## config.mk

```make
export PLATFORM = sky130hd
export DESIGN_NAME = lcd_if_ctrl_flat
export DESIGN_NICKNAME = d
export VERILOG_FILES = /design/src/rtl/lcd_if_ctrl_if.sv /design/src/rtl/lcd_if_ctrl.sv /design/src/flat_wrapper.sv
export SDC_FILE = /design/constraint.sdc
export NUM_CORES = 1
export LEC_CHECK = 0
export CAP_MARGIN = 10
export CORE_MARGIN = 8
export CORE_UTILIZATION = 46
export CTS_BUF_LIST = sky130_fd_sc_hd__clkbuf_8 sky130_fd_sc_hd__clkbuf_16
export DETAILED_ROUTE_END_ITERATION = 10
export HOLD_SLACK_MARGIN = 0.02
export PLACE_DENSITY = 0.82
export SLEW_MARGIN = 0
export SYNTH_ARGS = -nofsm -noshare
export SYNTH_HDL_FRONTEND = slang
export SYNTH_SLANG_ARGS = --single-unit
```

## constraint.sdc

```tcl
create_clock -name iClk -period 1.97 [get_ports iClk]
set_input_delay 0.591 -clock iClk [delete_from_list [all_inputs] [get_ports iClk]]
set_output_delay 0.591 -clock iClk [all_outputs]
set_load 0.02 [all_outputs]
```

## src/rtl/lcd_if_ctrl_if.sv

```systemverilog
// Bundle of the sequencer handshake, output-buffer read port and 8080 LCD bus for lcd_if_ctrl.
// LCD_IF_BYTE_MODE_EN narrows oLcdData to 8 bits.
interface lcd_if_ctrl_if #(
    parameter int unsigned P_ADDR_W = 10,
    parameter int unsigned P_DATA_W = 16
);
`ifdef LCD_IF_BYTE_MODE_EN
    localparam int unsigned LcdW = 8;
`else
    localparam int unsigned LcdW = P_DATA_W;
`endif

    logic                wStLcdIf;
    logic                wLcdIfDone;
    logic                oBusy;
    logic                oOBufRdEn;
    logic [P_ADDR_W-1:0] oOBufRdAddr;
    logic [P_DATA_W-1:0] wOBufRdData;
    logic                oLcdCsn;
    logic                oLcdRs;
    logic                oLcdWrn;
    logic [LcdW-1:0]     oLcdData;

    modport master (
        input  wStLcdIf, wOBufRdData,
        output wLcdIfDone, oBusy, oOBufRdEn, oOBufRdAddr, oLcdCsn, oLcdRs, oLcdWrn, oLcdData
    );

    modport slave (
        output wStLcdIf, wOBufRdData,
        input  wLcdIfDone, oBusy, oOBufRdEn, oOBufRdAddr, oLcdCsn, oLcdRs, oLcdWrn, oLcdData
    );
endinterface

```

## src/rtl/lcd_if_ctrl.sv

```systemverilog
// LCD interface engine: sends the memory-write command, then streams one frame of pixels from the
// output buffer onto an 8080 bus. Define LCD_IF_BYTE_MODE_EN for an 8-bit bus, two writes per pixel.
module lcd_if_ctrl #(
    parameter int unsigned P_NUM_PIX   = 784,
    parameter int unsigned P_ADDR_W    = 10,
    parameter int unsigned P_DATA_W    = 16,
    parameter int unsigned P_WR_LO     = 2,
    parameter int unsigned P_WR_HI     = 2,
    parameter logic [15:0] P_CMD_MEMWR = 16'h002C
) (
    input logic           iClk,
    input logic           wRst,
    input logic           wEnClk,
    lcd_if_ctrl_if.master bus
);
    localparam int unsigned W   = P_WR_LO + P_WR_HI;
    localparam int unsigned PhW = $clog2(W);
    localparam logic [PhW-1:0]      LoLast  = PhW'(P_WR_LO - 1);
    localparam logic [PhW-1:0]      WrLast  = PhW'(W - 1);
    localparam logic [P_ADDR_W-1:0] LastPix = P_ADDR_W'(P_NUM_PIX - 1);
`ifdef LCD_IF_BYTE_MODE_EN
    localparam int unsigned LcdW = 8;
`else
    localparam int unsigned LcdW = P_DATA_W;
`endif
    localparam logic [LcdW-1:0] CmdWord = LcdW'(P_CMD_MEMWR);

    typedef enum logic [2:0] {StIdle, StCmdWr, StRdReq, StRdWait, StPixWr, StDone} stateT;

    stateT               stateQ;
    logic [PhW-1:0]      phaseQ;
    logic [P_ADDR_W-1:0] pixQ;
    logic                csnQ, rsQ, wrnQ, rdEnQ, busyQ, doneQ;
    logic [LcdW-1:0]     dataQ;
`ifdef LCD_IF_BYTE_MODE_EN
    logic                byteSelQ;
    logic [7:0]          pixLoQ;
`endif

    always_ff @(posedge iClk) begin
        if (wRst) begin
            stateQ   <= StIdle;
            phaseQ   <= '0;
            pixQ     <= '0;
            csnQ     <= 1'b1;
            rsQ      <= 1'b0;
            wrnQ     <= 1'b1;
            dataQ    <= '0;
            rdEnQ    <= 1'b0;
            busyQ    <= 1'b0;
            doneQ    <= 1'b0;
`ifdef LCD_IF_BYTE_MODE_EN
            byteSelQ <= 1'b0;
            pixLoQ   <= '0;
`endif
        end else if (wEnClk) begin
            unique case (stateQ)
                StIdle: begin
                    if (bus.wStLcdIf) begin
                        stateQ <= StCmdWr;
                        csnQ   <= 1'b0;
                        rsQ    <= 1'b0;
                        dataQ  <= CmdWord;
                        wrnQ   <= 1'b0;
                        phaseQ <= '0;
                        busyQ  <= 1'b1;
                    end
                end
                StCmdWr, StPixWr: begin
                    if (phaseQ == LoLast) wrnQ <= 1'b1;
                    if (phaseQ == WrLast) begin
                        phaseQ <= '0;
                        if (stateQ == StCmdWr) begin
                            rsQ    <= 1'b1;
                            pixQ   <= '0;
                            rdEnQ  <= 1'b1;
                            stateQ <= StRdReq;
                        end
`ifdef LCD_IF_BYTE_MODE_EN
                        // Low byte follows immediately without another buffer read.
                        else if (!byteSelQ) begin
                            byteSelQ <= 1'b1;
                            dataQ    <= pixLoQ;
                            wrnQ     <= 1'b0;
                        end
`endif
                        else if (pixQ == LastPix) begin
                            stateQ <= StDone;
                            doneQ  <= 1'b1;
                            csnQ   <= 1'b1;
                            rsQ    <= 1'b0;
                        end else begin
                            pixQ   <= pixQ + 1'b1;
                            rdEnQ  <= 1'b1;
                            stateQ <= StRdReq;
                        end
                    end else begin
                        phaseQ <= phaseQ + 1'b1;
                    end
                end
                StRdReq: begin
                    rdEnQ  <= 1'b0;
                    stateQ <= StRdWait;
                end
                StRdWait: begin
`ifdef LCD_IF_BYTE_MODE_EN
                    dataQ    <= bus.wOBufRdData[15:8];
                    pixLoQ   <= bus.wOBufRdData[7:0];
                    byteSelQ <= 1'b0;
`else
                    dataQ    <= bus.wOBufRdData;
`endif
                    wrnQ   <= 1'b0;
                    phaseQ <= '0;
                    stateQ <= StPixWr;
                end
                StDone: begin
                    doneQ  <= 1'b0;
                    busyQ  <= 1'b0;
                    stateQ <= StIdle;
                end
                default: stateQ <= StIdle;
            endcase
        end
    end

    assign bus.oLcdCsn     = csnQ;
    assign bus.oLcdRs      = rsQ;
    assign bus.oLcdWrn     = wrnQ;
    assign bus.oLcdData    = dataQ;
    assign bus.oOBufRdEn   = rdEnQ;
    assign bus.oOBufRdAddr = pixQ;
    assign bus.oBusy       = busyQ;
    assign bus.wLcdIfDone  = doneQ;
endmodule

```

## src/flat_wrapper.sv

```systemverilog
// flat-port wrapper written by rule: the top's interface ports become plain ports
module lcd_if_ctrl_flat 
#(
    parameter int unsigned P_NUM_PIX   = 784,
    parameter int unsigned P_ADDR_W    = 10,
    parameter int unsigned P_DATA_W    = 16,
    parameter int unsigned P_WR_LO     = 2,
    parameter int unsigned P_WR_HI     = 2,
    parameter logic [15:0] P_CMD_MEMWR = 16'h002C
)
  (iClk, wRst, wEnClk, bus_wStLcdIf, bus_wOBufRdData, bus_wLcdIfDone, bus_oBusy, bus_oOBufRdEn, bus_oOBufRdAddr, bus_oLcdCsn, bus_oLcdRs, bus_oLcdWrn, bus_oLcdData);
  lcd_if_ctrl_if #(.P_ADDR_W(P_ADDR_W), .P_DATA_W(P_DATA_W)) bus_i ();
  input logic iClk;
  input logic wRst;
  input logic wEnClk;
  input wire logic [$bits(bus_i.wStLcdIf)-1:0] bus_wStLcdIf;
  input wire logic [$bits(bus_i.wOBufRdData)-1:0] bus_wOBufRdData;
  output wire logic [$bits(bus_i.wLcdIfDone)-1:0] bus_wLcdIfDone;
  output wire logic [$bits(bus_i.oBusy)-1:0] bus_oBusy;
  output wire logic [$bits(bus_i.oOBufRdEn)-1:0] bus_oOBufRdEn;
  output wire logic [$bits(bus_i.oOBufRdAddr)-1:0] bus_oOBufRdAddr;
  output wire logic [$bits(bus_i.oLcdCsn)-1:0] bus_oLcdCsn;
  output wire logic [$bits(bus_i.oLcdRs)-1:0] bus_oLcdRs;
  output wire logic [$bits(bus_i.oLcdWrn)-1:0] bus_oLcdWrn;
  output wire logic [$bits(bus_i.oLcdData)-1:0] bus_oLcdData;
  assign bus_i.wStLcdIf = bus_wStLcdIf;
  assign bus_i.wOBufRdData = bus_wOBufRdData;
  assign bus_wLcdIfDone = bus_i.wLcdIfDone;
  assign bus_oBusy = bus_i.oBusy;
  assign bus_oOBufRdEn = bus_i.oOBufRdEn;
  assign bus_oOBufRdAddr = bus_i.oOBufRdAddr;
  assign bus_oLcdCsn = bus_i.oLcdCsn;
  assign bus_oLcdRs = bus_i.oLcdRs;
  assign bus_oLcdWrn = bus_i.oLcdWrn;
  assign bus_oLcdData = bus_i.oLcdData;
  lcd_if_ctrl #(.P_NUM_PIX(P_NUM_PIX), .P_ADDR_W(P_ADDR_W), .P_DATA_W(P_DATA_W), .P_WR_LO(P_WR_LO), .P_WR_HI(P_WR_HI), .P_CMD_MEMWR(P_CMD_MEMWR)) u_core (.iClk(iClk), .wRst(wRst), .wEnClk(wEnClk), .bus(bus_i));
endmodule
```

==> results.json, run 1 <==
{
  "synth_cell_type_count": 44,
  "vias": 1678,
  "insertion_delay_ns": 0.29,
  "setup_viol": 0,
  "avgSynthCellArea_um2": 8.78,
  "overflow": 0,
  "synthCells": 191,
  "hold_depth": 2,
  "place_inst": 302,
  "dp_hpwl_mm": 3.28,
  "crit_path_end_kind": "output port",
  "async_reset_ff_share_pct": 0,
  "path_depth": 1,
  "dieArea_um2": 5840,
  "status": "finished, final reports clean",
  "area_delta_synth_final_pct": 47.7,
  "post-synth-top-count-cell": "dfxtp_1",
  "cts_root_buf": "clkbuf_8",
  "required_ns": 1.38,
  "synth_ff_type": "dfxtp_1",
  "row_count": 22,
  "max_freq_ghz": 0.523,
  "cts_buffers": 5,
  "crit_arrival_ns": 1.32,
  "ctsLongestPathBuffers": 2,
  "cpPeakStageDelay_ns": 0.64,
  "drc": 0,
  "hold_path_class": "reg -> reg",
  "synth_edf_count": 0,
  "routed_wl_mm": 4.36,
  "slew_violations": 0,
  "tritoncts": "yes",
  "critPathCapture": "bus_oOBufRdAddr[6]",
  "skew_ns": 0.00755,
  "p_leak_uw": 0.00101,
  "drive_gt1_share_pct": 13.7,
  "gp_congestion": 0.844,
  "chipWidth_um": 76.4,
  "initial_utilization_pct": 46.9,
  "stdcell_count": 310,
  "grt_max_degree": 18,
  "wire_per_inst_um": 14.1,
  "crit_path_start_kind": "flip-flop",
  "finalHoldViolations": 0,
  "min_period_ns": 1.91,
  "relSlewSlack_pct": 69.4,
  "h-tree-depth": 2,
  "netlist_top_cells_count": "dfxtp_1, nor2_1, inv_1, a22oi_1, a21oi_1",
  "vias_per_cell": 5.41,
  "r2r-start": "u_core.stateQ[0]",
  "fin_nets": 284,
  "synth_area_leader_cell": "dfxtp_1",
  "worst_pin_slew_ns": 0.456,
  "max_cap_viol_count": 0,
  "r2r_cells": 4,
  "io_buffer_count": 51,
  "cts.sink_count": 37,
  "crit_slowest_cell": "clkdlybuf4s50_1",
  "syn_nets": 214,
  "grt_pass1_vias": 1642,
  "path_class": "reg -> out",
  "firstDrtPassIters": 4,
  "tns_ns": 0,
  "path_max_fanout": 5,
  "ys_warn_count": 0,
  "path_buf_inv": 1,
  "global_route.usage.total_pct": 14.9,
  "yosysSeqAreaShare_pct": 44.1,
  "crit_family": "buffers and inverters",
  "clk_pin_slew_worst_paths_ns": 0.07,
  "detail-route-antenna-nets": 0,
  "fill_cells": 284,
  "netlist_area_um2": 1680,
  "synth-seq-cells": 37,
  "netlist.area_leader.share_pct": 44.1,
  "coreArea_um2": 3580,
  "cts_setup_buffers": 0,
  "io_pins": 52,
  "die_y_um": 76.4,
  "fin_util_pct": 69.2,
  "crit_path_start": "u_core.bus.oOBufRdAddr[6]",
  "antenna_found_initial": 0,
  "first_iter_violations": 156,
  "r2r_setup_slack_ns": 0.11,
  "cellPowerDensity_nw_per_um2": 577,
  "rsz0062_at_grt": "no",
  "synth_area_leaders": "dfxtp_1, a22oi_1, nor2_1, a21oi_1, inv_1",
  "vdd_drop_max_uv": 604,
  "finalCritPeriodShare_pct": 97.0,
  "path_cells": "clkdlybuf4s50_1",
  "r2r_end": "u_core.bus.oOBufRdAddr[4]",
  "grt_pass1_wl_mm": 7.40,
  "antennaDiodeCount": 0
}
==> kinds of logic (layout without fill, tap and decap cells) <==
kind of cell / count (synthesis) / in the layout / share of synthesized area (%)
mux: 4 / 4 / 2.46
compound gates: 57 / 57 / 23.9
buf+inv: 26 / 97 / 5.97
fa+ha+maj: 3 / 3 / 2.24
flops: 37 / 37 / 44.1
xor+xnor: 2 / 2 / 1.04
simple gates: 62 / 62 / 20.3
==> per-stage QoR <==
stage          hold slack (ns)  power, µW  worst slack (ns)  area (µm²)
2_1_floorplan            0.487        853             0.255        1680
3_3_place_gp             0.449        941            -0.188        2380
3_5_place_dp             0.456        942            -0.244        2380
4_1_cts                  0.467       1440            0.0127        2460
5_1_grt                  0.498       1490            0.0130        2480
6_report                 0.466       1430            0.0598        2480
==> cell type report <==
type | instances | area [µm²] | area share [%]
multi-input cells | 128 | 838 | 33.8
flip-flops and latches | 37 | 741 | 29.9
repair buffers | 75 | 703 | 28.4
clock buffers | 5 | 68.8 | 2.78
well taps | 48 | 60.1 | 2.42
inverters | 14 | 52.6 | 2.12
clock inverters | 3 | 13.8 | 0.556
==> flip-flops by register name (all words and copies together), names as in the netlist <==
| register | count |
|---|---|
| u_core.stateQ | 3 |
| u_core.bus.oLcdData | 16 |
| u_core.bus.oLcdCsn | 1 |
| u_core.phaseQ | 2 |
| u_core.bus.oOBufRdAddr | 10 |
| u_core.bus.oLcdWrn | 1 |
| u_core.bus.oLcdRs | 1 |
| u_core.bus.oBusy | 1 |
| u_core.bus.oOBufRdEn | 1 |
| u_core.bus.wLcdIfDone | 1 |
==> where the power goes <==
part	internal [µW]	switching (µW)
logic	87.1	69.2
registers	760	8.28
clock network	240	266
total	1090	343
==> worst min path at each step <==
stage,slack (ns),to,start
after floorplan,0.49,u_core.phaseQ[1],u_core.phaseQ[1]
after global placement,0.45,u_core.bus.oOBufRdEn,u_core.bus.oOBufRdEn
after detailed placement,0.46,u_core.bus.oLcdRs,u_core.bus.oLcdRs
after CTS,0.47,u_core.bus.oLcdData[3],u_core.bus.oLcdData[3]
after global routing,0.50,u_core.bus.oBusy,u_core.bus.oBusy
final,0.47,u_core.bus.oLcdData[3],u_core.bus.oLcdData[3]
==> metal layers <==
metal,up-vias,global-route usage [%],share of wire [%]
met5,-,0,0
met2,56,25.2,49
met1,779,16.3,42
li1,838,-,-
met3,5,6.13,8.0
met4,0,5.00,1.1
==> cells in the final DEF (no fill, tap or decap), types with 2 or more instances in the layout <==
cell type	synthesis	routed
nand2_1	7	7
dfxtp_1	37	37
a31oi_1	2	2
dlymetal6s2s_1	0	5
nor4_1	3	3
buf_4	0	24
nor4b_1	2	2
a21o_1	4	4
ha_1	3	3
xnor2_1	2	2
a22oi_1	13	13
and3_1	2	2
clkbuf_8	0	5
nand3_1	3	3
clkinv_2	0	2
a221oi_1	4	4
o31ai_1	5	5
nor3_1	2	2
o21a_1	4	4
a21oi_1	11	11
and2_1	5	4
clkdlybuf4s50_1	0	46
o21ai_0	4	4
or3_1	3	3
nand2b_1	2	2
mux2i_1	3	3
o21bai_1	2	2
nor3b_1	3	3
or4_1	4	4
nor2_1	19	19
inv_1	14	15
==> what timing repair did <==
item                                    in CTS  in global routing
resized for setup                            0                  6
endpoints found under the hold margin        0                  0
hold buffers                                 0                  0
endpoints found under the setup margin       0                  8
Note: power is estimated with default switching activity, not from simulation.
==> inputs of run 2 (changes only) <==
--- a/config.mk
+++ b/config.mk
@@ -5,13 +5,13 @@
 export SDC_FILE = /design/constraint.sdc
 export NUM_CORES = 1
 export LEC_CHECK = 0
-export CAP_MARGIN = 10
 export CORE_MARGIN = 8
 export CORE_UTILIZATION = 46
 export CTS_BUF_LIST = sky130_fd_sc_hd__clkbuf_8 sky130_fd_sc_hd__clkbuf_16
 export DETAILED_ROUTE_END_ITERATION = 10
 export HOLD_SLACK_MARGIN = 0.02
 export PLACE_DENSITY = 0.82
+export REMOVE_ABC_BUFFERS = 1
 export SLEW_MARGIN = 0
 export SYNTH_ARGS = -nofsm -noshare
 export SYNTH_HDL_FRONTEND = slang
==> run 2 against run 1 <==
Net effect: largest power group is now the clock network; register-to-register slack better by 0.05 ns; combinational power up 6%; cell count increased by 0.97%; total power is 20% higher; utilization grew 2.8 points; via count up 0.89%; count of clock-buffer cells in the layout unchanged.
==> results.json, run 2 (synthesized netlist as in run 1, its figures left out) <==
{
  "status": "finished, final reports clean",
  "hold_path_class": "reg -> reg",
  "grt_pass1_wl_mm": 7.85,
  "crit_path_end_kind": "output port",
  "crit_arrival_ns": 1.33,
  "crit_family": "buffers and inverters",
  "finalCritPeriodShare_pct": 97.7,
  "wire_per_inst_um": 14.5,
  "coreArea_um2": 3580,
  "io_buffer_count": 51,
  "die_y_um": 76.4,
  "tns_ns": 0,
  "stdcell_count": 313,
  "global_route.usage.total_pct": 15.9,
  "path_cells": "clkdlybuf4s50_1",
  "drive_gt1_share_pct": 15.8,
  "setup_viol": 0,
  "drc": 0,
  "routed_wl_mm": 4.55,
  "area_delta_synth_final_pct": 53.7,
  "largest_reg_flops": 16,
  "insertion_delay_ns": 0.29,
  "vias": 1693,
  "fin_ws_ns": 0.0460,
  "crit_path_start_kind": "flip-flop",
  "tritoncts": "yes",
  "path_class": "reg -> out",
  "path_max_fanout": 4,
  "pre_cts_ws_ns": -0.206,
  "final_cell_mix": "clkdlybuf4s50_1, dfxtp_1, buf_4, nor2_1, inv_1",
  "vdd_drop_max_uv": 570,
  "final_common_cell": "clkdlybuf4s50_1",
  "skew_ns": 0.00512,
  "firstDrtPassIters": 4,
  "dieArea_um2": 5840,
  "p_leak_uw": 0.00102,
  "antenna_found_initial": 0,
  "clk_pin_slew_worst_paths_ns": 0.08,
  "required_ns": 1.38,
  "first_iter_violations": 63,
  "path_buf_inv": 1,
  "gp_congestion": 0.845,
  "rsz0062_at_grt": "no",
  "antennaDiodeCount": 0,
  "fin_nets": 287,
  "crit_slowest_cell": "clkdlybuf4s50_1",
  "row_count": 22,
  "chipWidth_um": 76.4,
  "cts.sink_count": 37,
  "max_freq_ghz": 0.520,
  "cts_setup_buffers": 0,
  "grt_max_degree": 21,
  "dp_hpwl_mm": 3.24,
  "cpPeakStageDelay_ns": 0.64,
  "cellPowerDensity_nw_per_um2": 664,
  "overflow": 0,
  "h-tree-depth": 2,
  "max_cap_viol_count": 0,
  "total_power_uw": 1710,
  "worst_pin_slew_ns": 0.482,
  "ctsLongestPathBuffers": 2,
  "io_pins": 52,
  "relSlewSlack_pct": 67.6,
  "fin_util_pct": 72.1,
  "min_period_ns": 1.92,
  "place_inst": 305,
  "cts_root_buf": "clkbuf_8",
  "finalHoldViolations": 0,
  "detail-route-antenna-nets": 0,
  "initial_utilization_pct": 46.9,
  "cts_buffers": 5,
  "grt_pass1_vias": 1735,
  "vias_per_cell": 5.41,
  "slew_violations": 0
}
run 2: worst register-to-register path: stages (launching register included):
cell and delay, ns:
dfxtp_1 0.39, xnor2_1 0.15, or2_1 0.35, nor4b_1 0.43, mux2_2 0.38
run 2: final timing paths:
kind / endpoint / depth (start not counted) / startpoint / slack [ns]
worst max-delay path: bus_oOBufRdAddr[8] / 1 / u_core.bus.oOBufRdAddr[8] / 0.05
worst min-delay path: u_core.bus.oLcdData[2] / 2 / u_core.bus.oLcdData[2] / 0.47
worst max register to register: u_core.bus.oOBufRdAddr[4] / 4 / u_core.stateQ[2] / 0.16
worst min register to register: u_core.bus.oLcdData[2] / 2 / u_core.bus.oLcdData[2] / 0.47
run 2: timing repair:
item | in CTS | in global routing
hold buffers | 0 | 0
resized for setup | 1 | 8
setup endpoints to repair | 1 | 27
run 2: layer usage:
metal / GRT usage [%] / wire length (µm) / up-vias
li1: - / - / 842
met4: 5.58 / 70 / 0
met1: 18.8 / 2040 / 788
met2: 26.0 / 2140 / 55
met5: 0 / 0 / -
met3: 5.31 / 299 / 8
run 2: layout make-up:
type                    instances  area, µm²
multi-input cells             128        857
flip-flops and latches         37        741
fillers                       260       1000
well taps                      48       60.1
clock buffers                   5       68.8
repair buffers                 78        734
clock inverters                 3       65.1
inverters                      14       52.6
run 2: where the power goes:
group	switching, µW	internal [µW]
Combinational	74.8	91.6
Sequential	6.87	760
Clock	277	503
run 2: per-stage QoR:
stage               hold slack (ns)  area (µm²)
CTS                           0.471        2550
finish                        0.467        2580
global route                  0.499        2580
detailed placement            0.460        2420
global placement              0.454        2420
floorplan                     0.487        1630
==> inputs of run 3 (changes only) <==
--- a/config.mk
+++ b/config.mk
@@ -9,6 +9,7 @@
 export CORE_UTILIZATION = 46
 export CTS_BUF_LIST = sky130_fd_sc_hd__clkbuf_8 sky130_fd_sc_hd__clkbuf_16
 export DETAILED_ROUTE_END_ITERATION = 10
+export GPL_TIMING_DRIVEN = 0
 export HOLD_SLACK_MARGIN = 0.02
 export PLACE_DENSITY = 0.82
 export REMOVE_ABC_BUFFERS = 1
==> run 3 against run 2 <==
Net effect: sequential power up 0.5%; sequential share of layout area up 3.3 points; count of clock-buffer cells in the layout up 1; non-clock buffer count down 27; utilization down 6.7 points; first-iteration DRC count up 79%; total power down 16%; fmax down 0.58%; via count down 7.9%; combinational power down 15%; clock power down 33%; critical path type unchanged; critical endpoint is now bus_oOBufRdAddr[3]; largest power group is now sequential cells; highest routed layer unchanged.
==> results.json, run 3 (synthesized netlist as in run 1, its figures left out) <==
{
  "tritoncts": "yes",
  "final_common_cell": "clkdlybuf4s50_1",
  "path_max_fanout": 7,
  "multi_input_area_um2": 883,
  "drive_gt1_share_pct": 8.86,
  "p_leak_uw": 0.000847,
  "clk_pin_slew_worst_paths_ns": 0.07,
  "placed_area_um2": 2200,
  "dp_hpwl_mm": 2.98,
  "crit_path_start_kind": "flip-flop",
  "insertion_delay_ns": 0.28,
  "fin_nets": 260,
  "gp_congestion": 0.812,
  "global_route.usage.total_pct": 14.4,
  "antennaDiodeCount": 0,
  "place_inst": 278,
  "skew_ns": 0.00293,
  "chipWidth_um": 76.4,
  "detail-route-antenna-nets": 0,
  "h-tree-depth": 2,
  "grt_pass1_wl_mm": 7.09,
  "hold_path_class": "reg -> reg",
  "coreArea_um2": 3580,
  "min_period_ns": 1.94,
  "required_ns": 1.38,
  "wire_per_inst_um": 14.5,
  "io_pins": 52,
  "finalCritPeriodShare_pct": 98.2,
  "path_buf_inv": 1,
  "cellPowerDensity_nw_per_um2": 611,
  "vdd_drop_max_uv": 497,
  "vias": 1560,
  "crit_family": "buffers and inverters",
  "path_cells": "clkdlybuf4s50_1",
  "finalInstanceArea_um2": 2340,
  "cts.sink_count": 37,
  "cpPeakStageDelay_ns": 0.64,
  "initial_utilization_pct": 46.9,
  "max_freq_ghz": 0.517,
  "cts_buffers": 5,
  "cts_root_buf": "clkbuf_8",
  "crit_path_end_kind": "output port",
  "vias_per_cell": 5.47,
  "stdcell_count": 285,
  "io_buffer_count": 51,
  "ff_latch_area_um2": 748,
  "status": "finished, final reports clean",
  "first_iter_violations": 113,
  "dieArea_um2": 5840,
  "path_class": "reg -> out",
  "grt_max_degree": 32,
  "relSlewSlack_pct": 58.6,
  "overflow": 0,
  "pre_cts_ws_ns": -0.674,
  "crit_slowest_cell": "clkdlybuf4s50_1",
  "fill_cells": 290,
  "drc": 0,
  "finalHoldViolations": 0,
  "crit_arrival_ns": 1.34,
  "grt_pass1_vias": 1544,
  "area_delta_synth_final_pct": 39.4,
  "fin_ws_ns": 0.0349,
  "row_count": 22,
  "antenna_found_initial": 0,
  "tns_ns": 0,
  "max_cap_viol_count": 0,
  "setup_viol": 0,
  "timing.hold.ws_ns": 0.467,
  "die_y_um": 76.4,
  "final_cell_mix": "clkdlybuf4s50_1, dfxtp_1, nor2_1, inv_1, a22oi_1",
  "routed_wl_mm": 4.14,
  "firstDrtPassIters": 4,
  "slew_violations": 0,
  "rsz0062_at_grt": "yes",
  "worst_pin_slew_ns": 0.620,
  "ctsLongestPathBuffers": 2,
  "largest_reg_flops": 16
}
run 3: routing by layer:
metal	share of wire [%]	vias to the layer above	track usage [%]
met2	50	31	23.7
met3	6.4	6	5.31
met4	1.2	0	5.19
li1	-	786	-
met5	0	-	0
met1	43	737	16.7
run 3: tightest hold or removal path, delay by kind of cell (launching register included):
kind	cells	cell delay, ns
buffers and inverters	1	0.05
AOI/OAI and AO/OA	1	0.06
DFF	1	0.31
run 3: final cells by class:
type | instances | area share [%]
Timing Repair Buffer | 51 | 21.8
Clock inverter | 1 | 0.160
Sequential cell | 37 | 32.0
Clock buffer | 6 | 3.53
Inverter | 14 | 2.25
Multi-Input combinational cell | 128 | 37.8
Tap cell | 48 | 2.57
run 3: report_power, final:
part           leakage [µW]  internal, µW  switching (µW)
combinational      0.000498          74.2            66.8
sequential         0.000301           759            11.9
clock             0.0000485           272             246
total              0.000847          1100             325
run 3: final timing paths:
check             slack (ns)  depth (start not counted)                         to                       from
hold reg to reg         0.47                          2     u_core.bus.oLcdData[2]     u_core.bus.oLcdData[2]
hold / removal          0.47                          2     u_core.bus.oLcdData[2]     u_core.bus.oLcdData[2]
setup reg to reg        0.20                          4  u_core.bus.oOBufRdAddr[4]           u_core.stateQ[0]
setup / recovery        0.03                          1         bus_oOBufRdAddr[3]  u_core.bus.oOBufRdAddr[3]
run 3: repair_timing:
item,in CTS,in global routing
setup endpoints to repair,35,26
resized for setup,13,8
hold buffers,0,0
buffers inserted,0,0
run 3: per-stage QoR:
step	utilization [%]	power [µW]
after floorplan	-	844
after global placement	61.5	923
after detailed placement	61.5	924
after CTS	64.7	1440
after global routing	65.4	1490
final	65.4	1430
